--- config.mk ---
export PLATFORM = sky130hd
export DESIGN_NAME = hazard_ctrl
export DESIGN_NICKNAME = d
export VERILOG_FILES = /design/src/rtl/hazard_ctrl_pkg.sv /design/src/rtl/hazard_cmp.sv /design/src/rtl/hazard_ctrl.sv
export SDC_FILE = /design/constraint.sdc
export NUM_CORES = 1
export LEC_CHECK = 0
export CAP_MARGIN = 20
export CORE_MARGIN = 1
export CORE_UTILIZATION = 47
export CTS_BUF_LIST = sky130_fd_sc_hd__clkbuf_16
export DETAILED_ROUTE_END_ITERATION = 10
export PLACE_DENSITY = 0.82
export SKIP_LAST_GASP = 1
export SYNTH_ARGS = -nofsm -noshare
export SYNTH_HDL_FRONTEND = slang
export SYNTH_HIERARCHICAL = 1
export SYNTH_SLANG_ARGS = --single-unit
--- constraint.sdc ---
create_clock -name clk -period 3.3 [get_ports clk]
set_input_delay 0.495 -clock clk [delete_from_list [all_inputs] [get_ports clk]]
set_output_delay 0.495 -clock clk [all_outputs]
set_load 0.02 [all_outputs]
--- src/rtl/hazard_ctrl_pkg.sv ---
// Shared pipeline definitions for the hazard controller.
//   MUL_LAT_DEF : default multiply occupancy of EX, in cycles
//   CNT_W       : width of the multiply countdown (covers MUL_LAT up to 16)
//   mul_state_e : multiply sequencing states
package hazard_ctrl_pkg;
  localparam int MUL_LAT_DEF = 4;
  localparam int CNT_W       = 4;

  typedef enum logic [1:0] {
    ST_IDLE = 2'd0,
    ST_BUSY = 2'd1,
    ST_DONE = 2'd2
  } mul_state_e;
endpackage

--- src/rtl/hazard_cmp.sv ---
// Load-use comparator: flags an ID instruction that reads the destination
// of a load sitting in EX.
//   inputs : ID operand fields (valid, rs1, rs2, rs2_used, fp) and
//            EX destination fields (rd, memRd, regWr, fp)
//   output : load_use
module hazard_cmp (
  input  logic       id_valid,
  input  logic [4:0] id_rs1,
  input  logic [4:0] id_rs2,
  input  logic       id_rs2_used,
  input  logic       id_fp,
  input  logic [4:0] ex_rd,
  input  logic       ex_memRd,
  input  logic       ex_regWr,
  input  logic       ex_fp,
  output logic       load_use
);
  logic src_hit;
  logic rd_zero;

  assign src_hit = (ex_rd == id_rs1) || (id_rs2_used && (ex_rd == id_rs2));
  // Integer x0 is hardwired zero and never a real dependency; f0 is.
  assign rd_zero = (ex_rd == 5'd0) && !ex_fp;

  assign load_use = ex_memRd && ex_regWr && (ex_fp == id_fp) && id_valid &&
                    src_hit && !rd_zero;
endmodule

--- src/rtl/hazard_ctrl.sv ---
// Pipeline hazard controller: load-use stalls, multi-cycle multiply
// sequencing in EX, and taken-branch flushes from MEM.
//   clk, rst_n       : clock, async active-low reset
//   id_*             : decoded instruction in ID
//   ex_*             : instruction in EX
//   mem_taken        : branch/jump resolved taken in MEM
//   *_stall/*_bubble : hold / NOP-insert controls
//   *_flush          : squash younger stages
//   mul_busy/done/kill, stall_cycles : multiply status and stall counter
// All control outputs are combinational from state and inputs.
module hazard_ctrl
  import hazard_ctrl_pkg::*;
#(
  parameter int MUL_LAT = MUL_LAT_DEF
) (
  input  logic        clk,
  input  logic        rst_n,
  input  logic        id_valid,
  input  logic [4:0]  id_rs1,
  input  logic [4:0]  id_rs2,
  input  logic        id_rs2_used,
  input  logic        id_fp,
  input  logic        id_mul,
  input  logic [4:0]  ex_rd,
  input  logic        ex_memRd,
  input  logic        ex_regWr,
  input  logic        ex_fp,
  input  logic        mem_taken,
  output logic        pc_stall,
  output logic        ifid_stall,
  output logic        idex_stall,
  output logic        idex_bubble,
  output logic        exmem_bubble,
  output logic        ifid_flush,
  output logic        idex_flush,
  output logic        exmem_flush,
  output logic        mul_busy,
  output logic        mul_done,
  output logic        mul_kill,
  output logic [15:0] stall_cycles
);
  localparam logic [CNT_W-1:0] CNT_LOAD = CNT_W'(MUL_LAT - 2);

  mul_state_e       state;
  logic [CNT_W-1:0] cnt;
  logic             load_use;
  logic             busy;
  logic             lu_stall;
  logic             issue;

  hazard_cmp u_cmp (
    .id_valid    (id_valid),
    .id_rs1      (id_rs1),
    .id_rs2      (id_rs2),
    .id_rs2_used (id_rs2_used),
    .id_fp       (id_fp),
    .ex_rd       (ex_rd),
    .ex_memRd    (ex_memRd),
    .ex_regWr    (ex_regWr),
    .ex_fp       (ex_fp),
    .load_use    (load_use)
  );

  assign busy     = (state == ST_BUSY);
  // Load-use only matters outside BUSY; a taken branch squashes it anyway.
  assign lu_stall = load_use && !busy && !mem_taken;
  assign issue    = !busy && id_valid && id_mul && !load_use && !mem_taken;

  assign ifid_flush   = mem_taken;
  assign idex_flush   = mem_taken;
  assign exmem_flush  = mem_taken;
  assign pc_stall     = (busy && !mem_taken) || lu_stall;
  assign ifid_stall   = pc_stall;
  assign idex_stall   = busy && !mem_taken;
  assign exmem_bubble = busy && !mem_taken;
  assign idex_bubble  = lu_stall;
  assign mul_busy     = busy;
  assign mul_done     = (state == ST_DONE);
  assign mul_kill     = busy && mem_taken;

  // Counter loads MUL_LAT-2 so BUSY spans MUL_LAT-1 cycles and DONE the last.
  always_ff @(posedge clk or negedge rst_n) begin
    if (!rst_n) begin
      state <= ST_IDLE;
      cnt   <= '0;
    end else begin
      case (state)
        ST_BUSY: begin
          if (mem_taken)       state <= ST_IDLE;
          else if (cnt == '0)  state <= ST_DONE;
          else                 cnt   <= cnt - 1'b1;
        end
        ST_IDLE, ST_DONE: begin
          if (issue) begin
            state <= ST_BUSY;
            cnt   <= CNT_LOAD;
          end else begin
            state <= ST_IDLE;
          end
        end
        default: state <= ST_IDLE;
      endcase
    end
  end

  always_ff @(posedge clk or negedge rst_n) begin
    if (!rst_n)                                   stall_cycles <= '0;
    else if (pc_stall && stall_cycles != 16'hFFFF) stall_cycles <= stall_cycles + 16'd1;
  end
endmodule

==> flow_summary_export.csv, run 1 <==
group,metric,value,unit
place,dp_worst_setup_slack,-114.1,ps
clocking,clock-sinks,22,
cells_and_area,area_growth,49.59,%
critical_path,worst-path-buf-inv,5,
die,start_util,0.4941,
die,core_area,0.002758,sq mm
timing,finalSetupViolCount,0,
yosys,yosys_warnings,6,
yosys,synth.area.top_cells,"dfrtp_1 (40%), xor2_1 (8.4%), nand3_1 (4.0%)",
die,die_area,0.003118,sq mm
timing,final.setup_skew,4.577,ps
power_and_ir_drop,peakVddDrop,0.4025,mV
critical_path,crit_family,"buffers and inverters",
clocking,clock_path_buffers,2,
yosys,netlist_area,0.001363,sq mm
route,drt_iter0_markers,46,
cells_and_area,final_common_cell,"clkdlybuf4s50_1",
clocking,cts_tree,"built",
power_and_ir_drop,power.leakage,0.8352,nW
run,max_cap_viol_count,0,
route,wirelength,3456,um
critical_path,worstSetupPathType,"input port to primary output",
critical_path,cp-end-kind,"primary output",
timing,report.final.slew_viol_count,0,
route,vias,1233,
critical_path,cp_common_cell,"inv_1",
critical_path,critPathMaxFanout,3,
cells_and_area,nets,218,
global_routing,track_usage,0.2386,
clocking,postCtsSetupBuffers,0,
global_routing,grt_pass1_wl,5802,um
global_routing,antenna_found_initial,0,
place,portBuffers,51,
timing,rsz0062_at_grt,"false",
timing,final_hold_viol_count,0,
die,ioPinCount,52,
critical_path,r2r_slack,1460,ps
timing,setup_slack,185.8,ps
yosys,ys_seq_elements,22,
die,rows,19,
yosys,synthArstFlopShare,1.000,
route,ant_nets,0,
yosys,seq_area_frac_synth,0.4040,
critical_path,crit_chain,"clkdlybuf4s50_1 -> buf_4 -> xor2_1 -> nor3_1 -> nand3_1 -> a221oi_2 -> inv_1 -> a21o_4 -> inv_1 -> dlygate4sd2_1",
timing,tightest_slew,499.6,ps
critical_path,r2r_end,"stall_cycles[1]$_DFFE_PN0P_",
clocking,clk_pin_slew_worst_paths,60,ps
timing,finalCritPeriodShare,0.9437,
outcome,status,"completed",
critical_path,cp.required,2800,ps
critical_path,r2r_start,"stall_cycles[0]$_DFFE_PN0P_",
clocking,h-tree-depth,1,
place,gp_congestion,0.8689,
global_routing,first_global_vias,1257,
clocking,insertion_delay,260,ps
critical_path,slowest_stage,"clkdlybuf4s50_1",
clocking,postCtsHoldBufs,0,
yosys,synth_cell_type_count,41,
place,hpwl,2594,um
cells_and_area,antenna_cells,0,
timing,period_minus_slack,3114,ps
critical_path,worst_r2r_path_depth,5,
route,drc,0,
yosys,post-synth-top-area-cell,"dfrtp_1",
yosys,avgSynthCellArea,10.17,sq um
die,fp.dieH,55.84,um
critical_path,max_stage_delay,440,ps
hold_path,hold_path.class,"input port to async pin",
global_routing,grt_max_degree,23,
die,die_x,55.84,um
yosys,synth_nets,161,
power_and_ir_drop,p_per_area,496.8,mW/mm^2
cells_and_area,final_cell_mix,"clkdlybuf4s50_1 (48), dfrtp_1 (22), xor2_1 (13)",
critical_path,start_kind,"input port",
yosys,yosysTopAreaCellShare,0.4040,
timing,fmax,321.1,MHz
cells_and_area,drive_gt1_frac,0.1263,
cells_and_area,fillCellCount,209,
critical_path,cp.arrival,2620,ps
yosys,syn_inst,134,
route,detail_route.wl_per_cell,15.64,um
global_routing,gr-total-overflow,0,
route,drt_first_pass_iters,4,
yosys,synth_edf_count,0,
timing,fin_setup_tns,0,ps
clocking,clock-root-buffer,"clkbuf_16",
clocking,cts_buffers,3,
timing,relSlewSlack,0.6638,
route,via_per_inst,5.579,
yosys,synthFlopType,"dfrtp_1",
per-layer routing:
metal	global-route usage	vias up	part of all wire
li1	-	597	-
met1	0.2812	570	0.42
met2	0.4269	60	0.49
met3	0.05349	6	0.077
met4	0.08362	0	0.013
met5	0	-	0
flip-flops by register name, summed over array words and instances (netlist names):
name	count
cnt	4
state	2
stall_cycles	16
logic make-up after synthesis:
group / after synthesis / share of synthesized area
AND/OR/NAND/NOR: 52 / 0.2323
AO/OA/AOI/OAI: 24 / 0.1432
flip-flops: 22 / 0.4040
XOR/XNOR: 17 / 0.1093
buffers and inverters: 11 / 0.04408
multiplexers: 6 / 0.04867
adder cells (fa/ha/maj): 2 / 0.01836
how the worst max path moves through the flow:
| stage | startpoint | end | depth (start not counted) |
|---|---|---|---|
| finish | ex_rd[0] | ifid_stall | 10 |
| global route | ex_rd[0] | pc_stall | 10 |
| CTS | ex_rd[0] | ifid_stall | 10 |
| detailed placement | ex_rd[0] | pc_stall | 10 |
| global placement | ex_rd[3] | ifid_stall | 9 |
| floorplan | ex_rd[0] | pc_stall | 8 |
synth_stat cells (all sizes together), types with 2 or more instances:
cell     instances
inv              6
nand2b           3
xnor2            4
and4             2
nand2            9
nor3             5
nand3           11
mux2             5
a21oi            7
a31oi            4
o21ai            3
dfrtp           22
a2111oi          2
xor2            13
nor2             4
ha               2
buf              5
or3              2
o21a             3
nor4             6
and3             3
stage by stage:
| stage | util | power [mW] | hold WS, ps | cells | area [sq um] |
|---|---|---|---|---|---|
| finish | 0.7391 | 1.013 | 420.7 | 221 | 2038 |
| global route | 0.7391 | 1.063 | 421.5 | 221 | 2038 |
| CTS | 0.7300 | 1.017 | 529.1 | 220 | 2013 |
| detailed placement | 0.6933 | 0.6768 | 522.9 | 216 | 1912 |
| global placement | 0.6933 | 0.6607 | 487.1 | 216 | 1912 |
| floorplan | - | 0.5280 | 199.4 | 134 | 1363 |
layout make-up:
class | count | area, sq um | share of cell area
Tap cell | 31 | 38.79 | 0.01903
Clock inverter | 1 | 30.03 | 0.01473
Inverter | 6 | 22.52 | 0.01105
Clock buffer | 3 | 75.07 | 0.03683
Multi-Input combinational cell | 101 | 752.0 | 0.3689
Timing Repair Buffer | 57 | 569.3 | 0.2793
Sequential cell | 22 | 550.5 | 0.2701
power by group:
part / switching, mW / internal [mW] / leakage, nW
clock: 0.0974 / 0.241 / 0.0511
sequential: 0.0573 / 0.317 / 0.286
combinational: 0.149 / 0.151 / 0.498
total: 0.304 / 0.708 / 0.835
repair_timing:
action                                  4_1_cts  5_1_grt
hold endpoints to repair                      0        0
endpoints found under the setup margin        3        0
resized for setup                             3        0
(Power assumes the default switching activity.)
==> run 2: changes to the inputs <==
--- a/config.mk
+++ b/config.mk
@@ -9,6 +9,7 @@
 export CORE_MARGIN = 1
 export CORE_UTILIZATION = 47
 export CTS_BUF_LIST = sky130_fd_sc_hd__clkbuf_16
+export CTS_CLUSTER_DIAMETER = 100
 export DETAILED_ROUTE_END_ITERATION = 10
 export PLACE_DENSITY = 0.82
 export SKIP_LAST_GASP = 1
==> results of run 2 <==
Same layout as run 1: the final DEF is identical, and so are final timing and power.
==> run 3: changes to the inputs <==
--- a/config.mk
+++ b/config.mk
@@ -5,13 +5,14 @@
 export SDC_FILE = /design/constraint.sdc
 export NUM_CORES = 1
 export LEC_CHECK = 0
+export ABC_AREA = 1
 export CAP_MARGIN = 20
 export CORE_MARGIN = 1
-export CORE_UTILIZATION = 47
+export CORE_UTILIZATION = 50
 export CTS_BUF_LIST = sky130_fd_sc_hd__clkbuf_16
 export CTS_CLUSTER_DIAMETER = 100
 export DETAILED_ROUTE_END_ITERATION = 10
-export PLACE_DENSITY = 0.82
+export PLACE_DENSITY = 0.83
 export SKIP_LAST_GASP = 1
 export SYNTH_ARGS = -nofsm -noshare
 export SYNTH_HDL_FRONTEND = slang
==> flow_summary_export.csv, run 3 <==
group,metric,value,unit
die,core_area,0.003028,sq mm
clocking,insertion_delay,250,ps
yosys,synth_most_common_cell,"nand2_1",
power_and_ir_drop,p_clk_frac,0.244,
timing,finalSetupViolCount,0,
timing,final_hold_viol_count,0,
critical_path,cp.arrival,2500,ps
yosys,synth_nets,275,
clocking,clk_pin_slew_worst_paths,60,ps
cells_and_area,nets,326,
timing,period_minus_slack,2998,ps
cells_and_area,antenna_cells,0,
die,ioPinCount,52,
critical_path,cp.required,2800,ps
power_and_ir_drop,seq_power_share,0.380,
yosys,synth_edf_count,0,
timing,tightest_slew,383.3,ps
global_routing,grt_max_degree,23,
place,hpwl,2879,um
cells_and_area,largestRegisters,"stall_cycles x16, cnt x4, state x2",
cells_and_area,area_growth,38.88,%
hold_path,hold_path.class,"input port to async pin",
yosys,seq_area_frac_synth,0.3456,
yosys,synthArstFlopShare,1.000,
route,detail_route.wl_per_cell,11.04,um
die,start_util,0.5260,
power_and_ir_drop,power.leakage,1.037,nW
yosys,post-synth-top-area-cell,"dfrtp_1",
route,via_per_inst,4.772,
critical_path,r2r_start,"stall_cycles[0]$_DFFE_PN0P_",
clocking,postCtsHoldBufs,0,
die,die_area,0.003415,sq mm
cells_and_area,post-route-cell-area,0.002212,sq mm
global_routing,gr-total-overflow,0,
critical_path,start_kind,"input port",
global_routing,antenna_found_initial,0,
clocking,ctsResizeCount,0,
yosys,synthTopCellsByCount,"nand2_1 (95), nor2_1 (31), inv_1 (27), dfrtp_1 (22), nand3_1 (18)",
clocking,clock-sinks,22,
place,gp_congestion,0.8739,
yosys,synthFlopType,"dfrtp_1",
global_routing,first_global_vias,1457,
timing,hold_ws,441.7,ps
power_and_ir_drop,peakVddDrop,0.3972,mV
clocking,cts_buffers,3,
clocking,clock-root-buffer,"clkbuf_16",
power_and_ir_drop,switchingPower,378.1,uW
route,drc,0,
cells_and_area,top_register,"stall_cycles",
yosys,avgSynthCellArea,6.422,sq um
clocking,h-tree-depth,1,
yosys,netlist_area,0.001593,sq mm
cells_and_area,final_cell_mix,"nand2_1 (95), clkdlybuf4s50_1 (51), nor2_1 (31)",
die,fp.dieH,58.44,um
global_routing,track_usage,0.2333,
route,drt_first_pass_iters,4,
yosys,syn_inst,248,
yosys,synth.area.top_cells,"dfrtp_1 (35%), nand2_1 (22%), nor2_1 (7.3%)",
timing,relSlewSlack,0.7439,
timing,fin_setup_tns,0,ps
timing,fmax,333.6,MHz
critical_path,worstSetupPathType,"input port to primary output",
yosys,yosys_warnings,6,
critical_path,critPathMaxFanout,3,
timing,finalCritPeriodShare,0.9084,
yosys,yosysTopAreaCellShare,0.3456,
run,max_cap_viol_count,0,
global_routing,grt_pass1_wl,6141,um
critical_path,worst_r2r_path_depth,7,
timing,rsz0062_at_grt,"false",
clocking,cts_tree,"built",
route,wirelength,3775,um
place,dp_worst_setup_slack,332.7,ps
power_and_ir_drop,switching_share,0.3586,
cells_and_area,largest_reg_flops,16,
critical_path,r2r_end,"stall_cycles[2]$_DFFE_PN0P_",
place,portBuffers,51,
power_and_ir_drop,intPower,676.2,uW
cells_and_area,drive_gt1_frac,0.06711,
route,vias,1632,
clocking,clock_path_buffers,2,
cells_and_area,fillCellCount,252,
route,ant_nets,0,
timing,report.final.slew_viol_count,0,
timing,final.setup_skew,3.496,ps
route,drt_iter0_markers,79,
power_and_ir_drop,pwr-share-comb,0.377,
clocking,postCtsSetupBuffers,0,
critical_path,cp-end-kind,"primary output",
yosys,ys_seq_elements,22,
die,die_x,58.44,um
die,rows,20,
place,placed_area,0.002106,sq mm
yosys,synth_cell_type_count,22,
outcome,status,"completed",
timing,setup_slack,302.4,ps
power_and_ir_drop,p_per_area,476.6,mW/mm^2
cells_and_area,final_common_cell,"nand2_1",
critical_path,r2r_slack,1610,ps
[run 3: routing by layer]
metal,track usage,vias to the layer above,share of wire,wire (um)
met5,0,-,0,0
met4,0.08844,0,0.012,46
met3,0.03297,4,0.037,139
met2,0.3974,32,0.49,1833
met1,0.3011,735,0.46,1755
li1,-,861,-,-
[run 3: how the worst max path moves through the flow]
stage / start / to / slack (ps) / cells after the start
after detailed placement: ex_rd[0] / idex_bubble / 330 / 10
after global placement: ex_rd[0] / ifid_stall / 350 / 10
final: ex_rd[0] / idex_bubble / 300 / 10
after global routing: ex_rd[0] / idex_bubble / 210 / 10
after CTS: ex_rd[0] / idex_bubble / 290 / 10
after floorplan: id_rs2[3] / idex_bubble / 1320 / 8
[run 3: critical path, cell delays in order]
cell and delay [ps]:
clkdlybuf4s50_1 520, inv_2 70, nand2_1 60, nand2_1 50
nor2_1 120, nand3_1 80, a21oi_1 140, inv_1 110
nor3_1 220, clkdlybuf4s50_1 640
[run 3: kinds of logic after synthesis]
| kind of cell | Yosys count | share of synthesized area |
|---|---|---|
| compound gates | 14 | 0.05106 |
| xor+xnor | 8 | 0.04399 |
| fa+ha+maj | 2 | 0.01571 |
| buf+inv | 41 | 0.1178 |
| flops | 22 | 0.3456 |
| simple gates | 161 | 0.4258 |
[run 3: power by group through the flow]
stage                     combinational [mW]  sequential, mW  clock [mW]
after detailed placement               0.393           0.402           0
after global routing                   0.435           0.409       0.270
after floorplan                        0.195           0.434           0
after global placement                 0.383           0.403           0
final                                  0.397           0.400       0.257
after CTS                              0.397           0.399       0.263
[run 3: metrics by stage]
| step | power, mW | utilization | std cells |
|---|---|---|---|
| 6_report | 1.054 | 0.7306 | 342 |
| 5_1_grt | 1.114 | 0.7306 | 342 |
| 4_1_cts | 1.060 | 0.7215 | 341 |
| 3_5_place_dp | 0.7957 | 0.6955 | 337 |
| 3_3_place_gp | 0.7863 | 0.6955 | 337 |
| 2_1_floorplan | 0.6292 | - | 248 |
[run 3: final cells by class]
cell class                 instances  area, sq um  area share
tap                               44        55.05     0.02489
inverter                          34        127.6     0.05769
clock inverter                     1        3.754    0.001697
sequential                        22        550.5      0.2489
clock buffer                       3        75.07     0.03394
multi-input combinational        185        854.6      0.3863
timing repair buffer              53        545.5      0.2466
